File: config.mk
export PLATFORM = sky130hd
export DESIGN_NAME = evm_ballot_ctrl
export DESIGN_NICKNAME = d
export VERILOG_FILES = /design/src/rtl/evm_pkg.sv /design/src/rtl/evm_edge_det.sv /design/src/rtl/evm_ballot_ctrl.sv
export SDC_FILE = /design/constraint.sdc
export NUM_CORES = 1
export LEC_CHECK = 0
export ABC_AREA = 1
export BUFFER_PORTS_ARGS = -buffer_cell sky130_fd_sc_hd__buf_4
export CORE_MARGIN = 5
export CORE_UTILIZATION = 34
export DETAILED_ROUTE_END_ITERATION = 10
export PLACE_DENSITY = 0.54
export SLEW_MARGIN = 10
export SYNTH_ARGS = -nofsm -noshare
export SYNTH_HDL_FRONTEND = slang
export SYNTH_HIERARCHICAL = 1
export SYNTH_SLANG_ARGS = --single-unit
File: constraint.sdc
create_clock -name clk -period 4.1 [get_ports clk]
set_input_delay 0 -clock clk [delete_from_list [all_inputs] [get_ports clk]]
set_output_delay 0 -clock clk [all_outputs]
set_load 0.01 [all_outputs]
File: src/rtl/evm_pkg.sv
// Shared types and helpers for the EVM ballot-unit sequencer.
package evm_pkg;

  localparam int NUM_CAND_DEF = 5;
  // NOTA is always the most significant choice bit.
  localparam int NOTA_IDX = NUM_CAND_DEF - 1;

  typedef enum logic [2:0] {
    ST_IDLE    = 3'd0,
    ST_ARMED   = 3'd1,
    ST_CONFIRM = 3'd2,
    ST_RELEASE = 3'd3,
    ST_CLOSED  = 3'd4
  } state_e;

  function automatic logic is_onehot(input logic [31:0] v);
    return (v != 32'd0) && ((v & (v - 32'd1)) == 32'd0);
  endfunction

endpackage

File: src/rtl/evm_edge_det.sv
// Rising-edge detector: registers the previous level and flags a 0->1 change.
module evm_edge_det (
  input  logic clk,
  input  logic rst,
  input  logic sig,
  output logic rise
);

  logic prev_q;
  logic prev_d;

  always_comb begin
    prev_d = sig;
    rise   = sig & ~prev_q;
  end

  always_ff @(posedge clk) begin
    if (!rst) prev_q <= 1'b0;
    else      prev_q <= prev_d;
  end

endmodule

File: src/rtl/evm_ballot_ctrl.sv
// Ballot-unit sequencer: arm, single-choice capture, confirm hold, release lockout, poll close.
// Optional macro BALLOT_TIMEOUT_EN voids an armed ballot after TIMEOUT_CYC idle cycles.
module evm_ballot_ctrl
  import evm_pkg::*;
#(
  parameter int NUM_CAND    = NUM_CAND_DEF,
  parameter int CONF_CYC    = 4,
  parameter int TIMEOUT_CYC = 16,
  parameter int CNT_W       = 8
) (
  input  logic                clk,
  input  logic                rst,
  input  logic                ballot_issue,
  input  logic                poll_close,
  input  logic [NUM_CAND-1:0] vo_switch,
  output logic                vote_valid,
  output logic [NUM_CAND-1:0] vote_sel,
  output logic                ready_led,
  output logic [NUM_CAND-1:0] pled,
  output logic                invalid,
  output logic                timeout,
  output logic                closed,
  output logic [CNT_W-1:0]    cast_cnt
);

  localparam int MAX_CYC = (CONF_CYC > TIMEOUT_CYC) ? CONF_CYC : TIMEOUT_CYC;
  localparam int TIMER_W = $clog2(MAX_CYC) + 1;

  localparam logic [2:0] S_IDLE    = ST_IDLE;
  localparam logic [2:0] S_ARMED   = ST_ARMED;
  localparam logic [2:0] S_CONFIRM = ST_CONFIRM;
  localparam logic [2:0] S_RELEASE = ST_RELEASE;
  localparam logic [2:0] S_CLOSED  = ST_CLOSED;

  logic [2:0]          state_q, state_d;
  logic [TIMER_W-1:0]  timer_q, timer_d;
  logic                cp_q, cp_d;
  logic                vv_q, vv_d;
  logic [NUM_CAND-1:0] sel_q, sel_d;
  logic [NUM_CAND-1:0] pled_q, pled_d;
  logic                inv_q, inv_d;
  logic [CNT_W-1:0]    cnt_q, cnt_d;
  logic                issue_rise;
  logic                sw_onehot;
  logic                sw_multi;

  evm_edge_det u_issue_edge (
    .clk  (clk),
    .rst  (rst),
    .sig  (ballot_issue),
    .rise (issue_rise)
  );

  assign sw_onehot = is_onehot(32'(vo_switch));
  assign sw_multi  = (vo_switch != '0) && !sw_onehot;

`ifdef BALLOT_TIMEOUT_EN
  logic to_q, to_d;
`endif

  always_comb begin
    state_d = state_q;
    timer_d = timer_q;
    cp_d    = cp_q;
    vv_d    = 1'b0;
    sel_d   = '0;
    pled_d  = pled_q;
    inv_d   = 1'b0;
    cnt_d   = cnt_q;
`ifdef BALLOT_TIMEOUT_EN
    to_d    = 1'b0;
`endif
    case (state_q)
      S_IDLE: begin
        timer_d = '0;
        // A pending or live close beats a simultaneous ballot_issue edge.
        if (cp_q || poll_close) begin
          state_d = S_CLOSED;
        end else if (issue_rise) begin
          if (vo_switch == '0) state_d = S_ARMED;
          else                 inv_d   = 1'b1;
        end
      end
      S_ARMED: begin
        if (poll_close) cp_d = 1'b1;
        if (sw_onehot) begin
          vv_d    = 1'b1;
          sel_d   = vo_switch;
          pled_d  = vo_switch;
          timer_d = '0;
          state_d = S_CONFIRM;
          if (cnt_q != '1) cnt_d = cnt_q + CNT_W'(1);
        end else begin
          inv_d = sw_multi;
`ifdef BALLOT_TIMEOUT_EN
          if (timer_q == TIMER_W'(TIMEOUT_CYC - 1)) begin
            to_d    = 1'b1;
            timer_d = '0;
            state_d = S_IDLE;
          end else begin
            timer_d = timer_q + TIMER_W'(1);
          end
`else
          if (timer_q != '1) timer_d = timer_q + TIMER_W'(1);
`endif
        end
      end
      S_CONFIRM: begin
        if (poll_close) cp_d = 1'b1;
        if (timer_q == TIMER_W'(CONF_CYC - 1)) begin
          pled_d  = '0;
          timer_d = '0;
          state_d = S_RELEASE;
        end else begin
          timer_d = timer_q + TIMER_W'(1);
        end
      end
      S_RELEASE: begin
        if (poll_close) cp_d = 1'b1;
        // Lockout until every button is released, so a held key cannot vote twice.
        if (vo_switch == '0) state_d = S_IDLE;
      end
      S_CLOSED: state_d = S_CLOSED;
      default:  state_d = S_IDLE;
    endcase
  end

  always_ff @(posedge clk) begin
    if (!rst) begin
      state_q <= S_IDLE;
      timer_q <= '0;
      cp_q    <= 1'b0;
      vv_q    <= 1'b0;
      sel_q   <= '0;
      pled_q  <= '0;
      inv_q   <= 1'b0;
      cnt_q   <= '0;
`ifdef BALLOT_TIMEOUT_EN
      to_q    <= 1'b0;
`endif
    end else begin
      state_q <= state_d;
      timer_q <= timer_d;
      cp_q    <= cp_d;
      vv_q    <= vv_d;
      sel_q   <= sel_d;
      pled_q  <= pled_d;
      inv_q   <= inv_d;
      cnt_q   <= cnt_d;
`ifdef BALLOT_TIMEOUT_EN
      to_q    <= to_d;
`endif
    end
  end

  assign vote_valid = vv_q;
  assign vote_sel   = sel_q;
  assign pled       = pled_q;
  assign invalid    = inv_q;
  assign cast_cnt   = cnt_q;
  assign ready_led  = (state_q == S_ARMED);
  assign closed     = (state_q == S_CLOSED);
`ifdef BALLOT_TIMEOUT_EN
  assign timeout    = to_q;
`else
  assign timeout    = 1'b0;
`endif

endmodule

==> results.cfg <==
[critical_path]
cp.required_ps = 4270
endpoint_kind = register
criticalPathCategory = primary input to register
worstSetupStartpointType = primary input
cp.arrival_ps = 1790
path_max_fanout = 9

[yosys]
ys_seq_elements = 30
yosysTopAreaCell = dfxtp_1
syn_area_mm2 = 0.00148
synth_cell_types = 30
synth_edf_count = 0
yosysWarningCount = 6
synthFlopType = dfxtp_1
avgSynthCellArea_um2 = 7.02
synth_nets = 223
synth_cells = 211
ys_seq_area_frac = 0.405
synth_area_leaders = dfxtp_1 41%, nand2_1 11%, nor2_1 9.6%, a21oi_1 6.1%, inv_1 6.1%
synth-async-reset-ratio = 0
synth_top_area_share = 0.405
ys_top_cells_by_count = 45 x nand2_1, 38 x nor2_1, 30 x dfxtp_1
synth_most_common_cell = nand2_1

[global_route]
use_met1 = 0.144
grt-ovfl-total = 0
top_usage_layer = met2
use_met3 = 0.0485
grt_start_max_net_pins = 17
grt_pass1_wl_um = 6000
first_global_vias = 1325
grt_use_total = 0.125
antenna_found_initial = 0
use_met2 = 0.205

[sta]
timing.fmax_mhz = 617
setup_viol = 0
fin_crit_ps = 1620
rsz0062_at_grt = no
tns_ps = 0
finClkSkew_ps = 2.93
final_max_slew_viol_count = 0
hold_viol_final = 0
min_period_over_period = 0.395

[clocking]
clockBufferDepth = 2
cts_sinks = 30
cts-root-buf = clkbuf_8
clk_latency_ps = 270
clk_pin_slew_ps = 60
cts_setup_buffers = 0
cts_tree = yes
cts_buffers = 5
htreeDepth = 2

[cells_and_area]
area.sequential_um2 = 601
area_growth_pct = 28.0
multi_input_area_um2 = 762
drive_gt1_frac = 0.214
n_fill_cell = 464
diodes = 0
utilization = 0.441
nNetsFinal = 264

[route]
drtPass1Iterations = 4
wire_per_inst_um = 11.0
drc_errors = 0
initialDrtViolationCount = 45
vias = 1368
viasPerCell = 4.50
route.antenna.remaining_nets = 0
wirelength_um = 3360

[power_and_ir_drop]
internal_power_mw = 0.591
p_leak_nw = 0.886
power.share.sequential = 0.396
pwr-share-comb = 0.374
p_switching_mw = 0.370
p_clk_frac = 0.230
cellPowerDensity_mw_per_mm2 = 507
ir_drop_mv = 0.218
swShare = 0.385

[placement]
place.gp.congestion = 0.802
hpwlAfterDp_um = 2500
port_buffers = 30

[floorplan]
floorplan.initialDensity = 0.345
row_count = 24
top_level_ports = 32
die_area_mm2 = 0.00578
core_area_mm2 = 0.00429
die_x_um = 76.0
die_h_um = 76.0

[run_status]
outcome = complete, no violations

[job]
drv_cap = 0

[hold_path]
min_path_type = primary input to register
==> worst paths after layout <==
kind / startpoint / end / slack [ps] / depth (start not counted)
worst max-delay path: vo_switch[2] / pled[4] / 2480 / 10
worst min-delay path: rst / cast_cnt[1] / 50 / 3
worst max register to register: state_q[0] / cast_cnt[6] / 2540 / 7
worst min register to register: pled[0] / pled[0] / 490 / 2
==> worst max-delay path, stage by stage <==
cell and delay, ps:
dlygate4sd3_1 550, buf_4 150, nor2_1 170, nand3b_1 210
nand3_1 200, nand2_2 100, nand2_2 170, inv_2 60
o21ai_1 120, nor2_1 50
==> layout by cell type (no fill, tap or decap), types with 4 or more instances in the layout <==
cell            n
a21oi_1        18
buf_4          30
clkbuf_8        5
dfxtp_1        30
dlygate4sd3_1   6
inv_1          24
nand2_1        45
nand2_2         4
nand3_1        14
nor2_1         38
nor2_2          4
==> power groups by stage <==
stage / combinational [mW] / clock, mW / sequential (mW)
6_report: 0.360 / 0.221 / 0.380
5_1_grt: 0.418 / 0.239 / 0.388
4_1_cts: 0.364 / 0.227 / 0.380
3_5_place_dp: 0.357 / 0 / 0.387
3_3_place_gp: 0.358 / 0 / 0.386
2_1_floorplan: 0.254 / 0 / 0.388
==> registers in the layout (all words and copies together) (netlist names) <==
name	cells
cast_cnt	8
cp_q	1
invalid	1
pled	5
state_q	3
timer_q	5
u_issue_edge/prev_q	1
vote_sel	5
vote_valid	1
==> metrics by stage <==
stage          hold slack [ps]  instance area (µm²)  setup WS [ps]  instances  power (mW)
4_1_cts                   48.9                 1900           2480        304       0.972
6_report                  52.9                 1900           2480        304       0.961
3_5_place_dp               194                 1760           2520        291       0.745
2_1_floorplan             93.5                 1480           2690        211       0.642
3_3_place_gp               195                 1760           2530        291       0.743
5_1_grt                   58.5                 1900           2260        304        1.04
==> kinds of logic (layout without fill, tap and decap cells) <==
group           after synthesis  in the layout  share of synthesized area
flops                        30             30                      0.405
buf+inv                      30             71                     0.0802
simple gates                115            115                      0.356
fa+ha+maj                     3              3                     0.0253
compound gates               27             27                      0.101
xor+xnor                      5              5                     0.0296
other cells                   1              1                    0.00253
==> area by class of cell <==
type                       instances  share of cell area
sequential                        30               0.317
tap                               52              0.0343
inverter                          28              0.0561
timing repair buffer              36               0.150
clock buffer                       7              0.0403
multi-input combinational        151               0.402
==> timing repair <==
action / CTS / global route
endpoints found under the hold margin: 7 / 0
endpoints found under the setup margin: 0 / 0
hold buffers: 6 / 0
gates resized for setup: 0 / 0
==> per-layer routing <==
layer	vias up	share of wire
met5	-	0
met4	0	0.0098
met3	4	0.053
met2	25	0.46
met1	592	0.48
li1	747	-
Note: power is estimated with default switching activity, not from simulation.
